`src/rtl/run_detect_scheduler.sv`:
```
// run_detect_scheduler
//   Shares one run-length detector (four or more equal bits in a row) across
//   N serial bit channels. Each channel keeps its 4-bit detector state in a
//   context register; a round-robin arbiter picks at most one requesting
//   channel per cycle, and that channel's bit is stepped through the shared
//   next-state logic and written back.
//
// Ports
//   clk        rising-edge clock
//   aclr       asynchronous reset, active-low
//   req[N]     channel i has a bit ready on w[i] (held until gnt[i])
//   w[N]       serial data bit per channel
//   clr[N]     synchronous per-channel context clear, beats req
//   gnt[N]     one-hot grant, combinational; bit consumed this cycle
//   z[N]       per-channel detect flag (context is E or I), registered
//   last_ch    index of the most recently granted channel
//   last_y     context state written for last_ch
//   det_pulse  one-cycle pulse after any channel's z rose
//   det_cnt    saturating count of z rising events
//
// Context codes: A=0 idle, B..E=1..4 one to four+ zeros, F..I=5..8 one to
// four+ ones, 9..15 are illegal and fall back to A.
module run_detect_scheduler #(
   parameter int N    = 4,
   parameter int CNTW = 8
) (
   input  logic            clk,
   input  logic            aclr,
   input  logic [N-1:0]    req,
   input  logic [N-1:0]    w,
   input  logic [N-1:0]    clr,
   output logic [N-1:0]    gnt,
   output logic [N-1:0]    z,
   output logic [2:0]      last_ch,
   output logic [3:0]      last_y,
   output logic            det_pulse,
   output logic [CNTW-1:0] det_cnt
);

   localparam logic [3:0]      NL      = 4'(N);
   localparam logic [CNTW-1:0] CNT_ONE = {{(CNTW-1){1'b0}}, 1'b1};
   localparam logic [CNTW-1:0] CNT_MAX = {CNTW{1'b1}};

   typedef enum logic [3:0] {
      S_A = 4'd0, S_B = 4'd1, S_C = 4'd2, S_D = 4'd3, S_E = 4'd4,
      S_F = 4'd5, S_G = 4'd6, S_H = 4'd7, S_I = 4'd8
   } ctx_t;

   function automatic logic [3:0] next_state(input logic [3:0] s, input logic b);
      logic [3:0] n;
      n = S_A;
      case (s)
         S_A, S_B, S_C, S_D: n = b ? S_F : s + 4'd1;
         S_E:                n = b ? S_F : S_E;
         S_F, S_G, S_H:      n = b ? s + 4'd1 : S_B;
         S_I:                n = b ? S_I : S_B;
         default:            n = S_A;
      endcase
      return n;
   endfunction

   function automatic logic is_detect(input logic [3:0] s);
      return (s == S_E) || (s == S_I);
   endfunction

   function automatic logic [CNTW-1:0] sat_inc(input logic [CNTW-1:0] v);
      return (v == CNT_MAX) ? v : v + CNT_ONE;
   endfunction

   logic [3:0] ctx [N];
   logic [2:0] ptr;

   logic [N-1:0] elig;
   logic [3:0]   scan;
   logic         vld_p0;
   logic [2:0]   idx_p0;
   logic [3:0]   ctx_sel_p0;
   logic         w_sel_p0;
   logic         z_sel_p0;
   logic [3:0]   ctx_new_p0;
   logic         z_new_p0;
   logic [3:0]   ptr_inc;

   // Stage p0: round-robin pick, context fetch and shared next-state logic
   assign elig = req & ~clr;

   always_comb begin
      vld_p0 = 1'b0;
      idx_p0 = 3'd0;
      scan   = 4'd0;
      for (int k = 0; k < N; k++) begin
         scan = {1'b0, ptr} + 4'(k);
         if (scan >= NL) scan = scan - NL;
         if (!vld_p0 && elig[scan[2:0]]) begin
            vld_p0 = 1'b1;
            idx_p0 = scan[2:0];
         end
      end
   end

   // Grant is forced low while reset is held so no requester sees a consume.
   always_comb begin
      gnt = '0;
      for (int i = 0; i < N; i++)
         if (aclr && vld_p0 && idx_p0 == 3'(i)) gnt[i] = 1'b1;
   end

   always_comb begin
      ctx_sel_p0 = S_A;
      w_sel_p0   = 1'b0;
      z_sel_p0   = 1'b0;
      for (int i = 0; i < N; i++)
         if (idx_p0 == 3'(i)) begin
            ctx_sel_p0 = ctx[i];
            w_sel_p0   = w[i];
            z_sel_p0   = z[i];
         end
   end

   assign ctx_new_p0 = next_state(ctx_sel_p0, w_sel_p0);
   assign z_new_p0   = is_detect(ctx_new_p0);
   assign ptr_inc    = {1'b0, idx_p0} + 4'd1;

   // Stage p1: context write-back, status registers and event counter
   always_ff @(posedge clk or negedge aclr) begin
      if (!aclr) begin
         for (int i = 0; i < N; i++) ctx[i] <= S_A;
         z         <= '0;
         ptr       <= 3'd0;
         last_ch   <= 3'd0;
         last_y    <= 4'd0;
         det_pulse <= 1'b0;
         det_cnt   <= '0;
      end else begin
         det_pulse <= 1'b0;
         for (int i = 0; i < N; i++) begin
            if (clr[i]) begin
               ctx[i] <= S_A;
               z[i]   <= 1'b0;
            end else if (vld_p0 && idx_p0 == 3'(i)) begin
               ctx[i] <= ctx_new_p0;
               z[i]   <= z_new_p0;
            end
         end
         if (vld_p0) begin
            ptr     <= (ptr_inc == NL) ? 3'd0 : ptr_inc[2:0];
            last_ch <= idx_p0;
            last_y  <= ctx_new_p0;
            // Only a 0->1 edge of the granted channel's flag is an event;
            // sitting in E or I keeps z high without re-triggering.
            if (z_new_p0 && !z_sel_p0) begin
               det_pulse <= 1'b1;
               det_cnt   <= sat_inc(det_cnt);
            end
         end
      end
   end

endmodule

```
`config.mk`:
```
export PLATFORM = sky130hd
export DESIGN_NAME = run_detect_scheduler
export DESIGN_NICKNAME = d
export VERILOG_FILES = /design/src/rtl/run_detect_scheduler.sv
export SDC_FILE = /design/constraint.sdc
export NUM_CORES = 1
export LEC_CHECK = 0
export CORE_ASPECT_RATIO = 1.4
export CORE_MARGIN = 2
export CORE_UTILIZATION = 55
export DETAILED_ROUTE_END_ITERATION = 6
export PLACE_DENSITY = 0.8
export SYNTH_ARGS = -nofsm -noshare
export SYNTH_HDL_FRONTEND = slang
export SYNTH_SLANG_ARGS = --single-unit
```
`constraint.sdc`:
```
create_clock -name clk -period 5.9 [get_ports clk]
set_input_delay 1.18 -clock clk [delete_from_list [all_inputs] [get_ports clk]]
set_output_delay 1.18 -clock clk [all_outputs]
set_load 0.005 [all_outputs]
```
==> results of run 1 <==
==> final timing paths <==
check | from | endpoint | slack, ns
setup / recovery | clr[1] | gnt[0] | 0.34
hold / removal | last_y[2]$_DFFE_PN0N_ | last_y[2]$_DFFE_PN0N_ | 0.47
setup reg to reg | ptr[0]$_DFFE_PN0N_ | det_cnt[1]$_DFFE_PN0P_ | 0.48
hold reg to reg | last_y[2]$_DFFE_PN0N_ | last_y[2]$_DFFE_PN0N_ | 0.47
max in group asynchronous | aclr | z[0]$_DFFE_PN0P_ | 4.49
min in group asynchronous | aclr | z[3]$_DFFE_PN0P_ | 0.72
==> layout by cell type, fill, tap and decap left out, types with 3 or more instances in the layout <==
cell type,netlist,final
dfrtp_1,39,39
nand2_1,37,37
clkdlybuf4s50_1,0,36
nor2_1,24,24
buf_4,1,23
a21oi_1,16,16
nand2b_1,12,12
and3_1,11,11
ha_1,11,11
inv_1,10,10
o21ai_0,9,9
nor2b_1,8,8
nor3_1,8,8
nand3_1,7,7
xnor2_1,7,7
nand4_1,6,6
a211oi_1,5,5
mux2i_1,5,5
clkbuf_8,0,5
nand3b_1,4,4
a21o_1,4,4
and2_1,4,4
o31ai_1,4,4
nor4_1,4,3
o211ai_1,3,3
nor3b_1,3,3
==> where the power goes <==
part,switching (mW),internal (mW)
clock network,0.0950,0.0826
logic,0.768,0.565
registers,0.0745,0.351
==> per-layer routing <==
metal | wire length [µm] | vias to the layer above
met2 | 3910 | 89
met5 | 0 | -
met4 | 187 | 0
met3 | 303 | 20
li1 | - | 1184
met1 | 2820 | 1202
==> metrics by stage <==
step                      std cells  setup slack [ns]
final                           415             0.336
after global routing            415            0.0920
after CTS                       415             0.366
after detailed placement        407            0.0741
after global placement          407             0.154
after floorplan                 298             0.546
==> sequential cells by signal (all words and copies together), names as in the netlist <==
| register | flops |
|---|---|
| ctx | 16 |
| det_cnt | 8 |
| det_pulse | 1 |
| last_ch | 3 |
| last_y | 4 |
| ptr | 3 |
| z | 4 |
==> area by class of cell <==
class                   count  area (µm²)  area share [%]
multi-input cells         233        1580            47.9
clock buffers               6        72.6            2.20
well taps                  64        80.1            2.43
flip-flops and latches     39         976            29.6
clock inverters             2        12.5           0.379
inverters                  11        41.3            1.25
repair buffers             60         538            16.3
==> logic make-up after synthesis <==
| family | share of synthesized area, % |
|---|---|
| XOR/XNOR | 2.91 |
| AND/OR/NAND/NOR | 28.2 |
| buffers and inverters | 4.50 |
| flip-flops | 36.6 |
| AO/OA/AOI/OAI | 20.3 |
| adder cells (fa/ha/maj) | 5.15 |
| multiplexers | 2.44 |
==> worst min-delay path, delay by kind of cell (launching register included) <==
| kind | cells | cell delay [ns] |
|---|---|---|
| and+or+nand+nor | 2 | 0.10 |
| DFF | 1 | 0.34 |
==> out/summary.txt, run 1 <==
Register area share after synthesis - 36.6%
Core Region - 4770 µm²
Hpwl dp - 5.62 mm
Global Route met1 Usage - 31.4%
Worst EP required - 4.72 ns
Remaining global-route overflow - 0
Post-CTS Setup Bufs - 0
Crit end category - output pin
First-pass GRT wire length - 11.9 mm
Crit path depth - 11
Die height - 86.4 µm
Chip width - 62.9 µm
Tcrit/Tclk final - 94.3%
Max_cap viols - 0
Post-synth top area cell - dfrtp_1
Hold Vio Cnt, Final - 0
Top delay family on crit path - simple AND/OR/NAND/NOR gates
Drt total wl - 7.22 mm
Pwr dens - 587 nW/µm²
Vias - 2495
Mapped Area - 2670 µm²
Gpl congestion - 0.913
Drt wl/cell - 17.4 µm
R2R cell count - 21
Count leader, synth - dfrtp_1
Area post-placement - 3220 µm²
Net count reported at finish - 375
DRC Markers - 0
Async set or reset register ratio after synthesis - 100%
Io pins - 38
Share of cells above drive strength 1 - 13.1%
Crit path launch type - input pin
PostCTS Resize Cnt - 0
CTS Buffer Depth - 2
Slowest Stage Delay on Critical Path - 0.52 ns
Min-Delay Path Depth - 2
Root Buffer - clkbuf_8
Synth top area share - 36.6%
Cells along the critical path - clkdlybuf4s50_1 -> and2b_1 -> and4_4 -> o31ai_2 -> a221o_1 -> o21a_1 -> buf_4 -> and2_1 -> and3_1 -> and2_1 -> clkdlybuf4s50_1
Via/cell ratio - 6.01
Final min period - 5.56 ns
Worst Path Max Fanout - 9
Primary FF master, synth - dfrtp_1
Worst hold path type - reg2reg
Fin area - 3300 µm²
Detail Route Antenna Nets - 0
Crit path buf inv count - 3
WP data arrival - 4.38 ns
TritonCTS clock tree - done
Hold-fix buffers, CTS - 0
H-tree depth - 2
Leak - 1.46 nW
Overall power - 1.94 mW
Setup TNS - 0 ns
Rel. slew slack - 56.3%
Clock latency on the worst-skew pair - 0.29 ns
Slew @ Worst Pin - 0.651 ns
Synth unique cells - 62
Unrepaired setup endpoints after global routing - false
Grt met3 use - 4.55%
Number of detailed-route iterations in the first pass - 4
Number of fill cells - 399
Max Slew Vio Count - 0
Final setup violation count - 0
Largest net degree at the start of global routing - 34
Die area - 5440 µm²
Initial Utilization - 56.0%
Syn Nets - 323
Grt peak-use layer - met2
Fin Clk Skew - 0.00439 ns
Fmax - 180 MHz
GRT Total Usage - 28.0%
Num rows - 30
Antenna violations before repair - 0
Crit-path slowest cell - clkdlybuf4s50_1
Vias in the first global route - 2479
Total clock sinks - 39
Status - completed
Port bufs - 37
Avg Synthesized Cell Area - 8.96 µm²
Final Util - 69.2%
WHS - 0.472 ns
CTS buffer count - 5
Area Growth Syn to Fin - 23.6%
Setup Crit Path Kind - in2out
Worst-path clk slew - 0.07 ns
M2 GR Usage - 52.4%
Synth area leaders - dfrtp_1 37%, nand2_1 5.2%, ha_1 5.2%
Syn. warnings - 0
Post-synthesis cell count - 298
Post-synth EDFFs - 0
Commonest cells in the netlist - 39 x dfrtp_1, 37 x nand2_1, 24 x nor2_1
Drt first-iter violations - 142
Peak supply drop - 0.505 mV
Number of synthesized register bits - 39
Ant. Diodes - 0
(Power assumes the default switching activity.)
==> run 2: changes to the inputs <==
==> constraint.sdc (replaced) <==
create_clock -name clk -period 5.8 [get_ports clk]
set_input_delay 1.16 -clock clk [delete_from_list [all_inputs] [get_ports clk]]
set_output_delay 1.16 -clock clk [all_outputs]
set_load 0.005 [all_outputs]
==> run 2 against run 1 <==
Against the previous run: sequential power increased by 1%; first-iteration DRC count fell by 14%; wire length grew 3.0%; largest cell class unchanged; largest power group unchanged.
==> out/summary.txt, run 2 (synthesis gave the netlist of run 1 again) <==
Core Region - 4770 µm²
WP data arrival - 4.28 ns
Max reg flops - 16
Setup TNS - 0 ns
DRC Markers - 0
Largest register by flop count - ctx
Fmax - 184 MHz
Via/cell ratio - 6.01
PostCTS Resize Cnt - 0
Num rows - 30
Rel. slew slack - 61.5%
Setup Crit Path Kind - in2out
Hold-fix buffers, CTS - 0
Worst hold path type - reg2reg
Placed cells - 410
WHS - 0.476 ns
Ant. Diodes - 0
Final min period - 5.44 ns
Sw Ratio - 48.1%
Fin area - 3350 µm²
Crit end category - output pin
Hold Vio Cnt, Final - 0
Clock latency on the worst-skew pair - 0.29 ns
Most frequent cells in the layout - 39 x dfrtp_1, 37 x nand2_1, 36 x clkdlybuf4s50_1
TritonCTS clock tree - done
Vias in the first global route - 2568
Number of detailed-route iterations in the first pass - 5
Gpl congestion - 0.932
Fin Clk Skew - 0.00767 ns
Die height - 86.4 µm
Overall power - 2.04 mW
Internal - 1.06 mW
Fin cells - 418
Final setup violation count - 0
Drt total wl - 7.43 mm
Vias - 2512
Regs by FF count - ctx: 16 flops, det_cnt: 8 flops
Area Growth Syn to Fin - 25.5%
H-tree depth - 2
Io pins - 38
Dpl ws - 0.106 ns
Port bufs - 37
Tcrit/Tclk final - 93.7%
Worst EP required - 4.64 ns
Drt wl/cell - 17.8 µm
Crit path launch type - input pin
Root Buffer - clkbuf_8
CTS Buffer Depth - 2
Die area - 5440 µm²
Slew @ Worst Pin - 0.573 ns
Hpwl dp - 5.72 mm
Detail Route Antenna Nets - 0
Max_cap viols - 0
Reg power frac - 21.1%
Area post-placement - 3240 µm²
Commonest non-fill, non-tap cell in the layout - dfrtp_1
GRT Total Usage - 28.5%
Unrepaired setup endpoints after global routing - false
Peak supply drop - 0.868 mV
Worst-path clk slew - 0.08 ns
Share of cells above drive strength 1 - 14.1%
Worst Path Max Fanout - 9
Chip width - 62.9 µm
CTS buffer count - 5
Largest net degree at the start of global routing - 32
Max Slew Vio Count - 0
Clock share of power - 11.2%
Initial Utilization - 56.0%
Combinational power share - 67.7%
Final Util - 70.3%
Leak - 1.49 nW
Final worst slack - 0.364 ns
Antenna violations before repair - 0
Remaining global-route overflow - 0
Pwr dens - 609 nW/µm²
Net count reported at finish - 378
Post-CTS Setup Bufs - 0
Drt first-iter violations - 122
Number of fill cells - 409
First-pass GRT wire length - 12.0 mm
Net Sw Power - 981 µW
Total clock sinks - 39
Status - completed
[run 2: changes by cell type in the layout (fill, tap and decap cells not counted)]
| cell | before | now |
|---|---|---|
| buf_4 | 23 | 26 |
| bufinv_16 | 0 | 1 |
| clkbuf_1 | 1 | 0 |
| clkinv_4 | 0 | 1 |
| clkinvlp_4 | 1 | 0 |
[run 2: power by group through the flow]
stage	Sequential (mW)	Clock (mW)	Combinational [mW]
after floorplan	0.409	0	0.921
after global placement	0.432	0	1.35
after detailed placement	0.435	0	1.35
after CTS	0.430	0.230	1.37
after global routing	0.442	0.244	1.49
final	0.431	0.228	1.38
[run 2: critical path: stages]
cell and delay (ns):
clkdlybuf4s50_1 0.53, nand2b_1 0.27, a211oi_1 0.11, or3_1 0.36, o32a_1 0.35, o21a_1 0.21
buf_4 0.15, and2_1 0.16, and3_1 0.31, and2_1 0.21, clkdlybuf4s50_1 0.44
[run 2: worst paths after layout]
kind / startpoint / cells after the start / endpoint / slack (ns)
setup / recovery: clr[0] / 11 / gnt[0] / 0.36
hold / removal: last_y[2]$_DFFE_PN0N_ / 2 / last_y[2]$_DFFE_PN0N_ / 0.48
setup reg to reg: ptr[0]$_DFFE_PN0N_ / 21 / det_cnt[1]$_DFFE_PN0P_ / 0.47
hold reg to reg: last_y[2]$_DFFE_PN0N_ / 2 / last_y[2]$_DFFE_PN0N_ / 0.48
max in group asynchronous: aclr / 2 / ctx[4]$_DFFE_PN0P_ / 4.38
min in group asynchronous: aclr / 1 / ptr[1]$_DFFE_PN0N_ / 0.73
[run 2: cell type report]
type                       count  area, µm²  share of cell area [%]
inverter                      11       41.3                    1.23
tap                           64       80.1                    2.39
clock buffer                   5       68.8                    2.05
sequential                    39        976                    29.1
multi-input combinational    233       1580                    47.2
clock inverter                 3       43.8                    1.31
timing repair buffer          63        561                    16.7
[run 2: layer usage]
metal	global-route usage, %	wire [µm]	up-vias
li1	-	-	1184
met1	33.2	2950	1217
met2	50.4	3900	88
met3	3.90	285	23
met4	16.0	295	0
met5	0	0	-
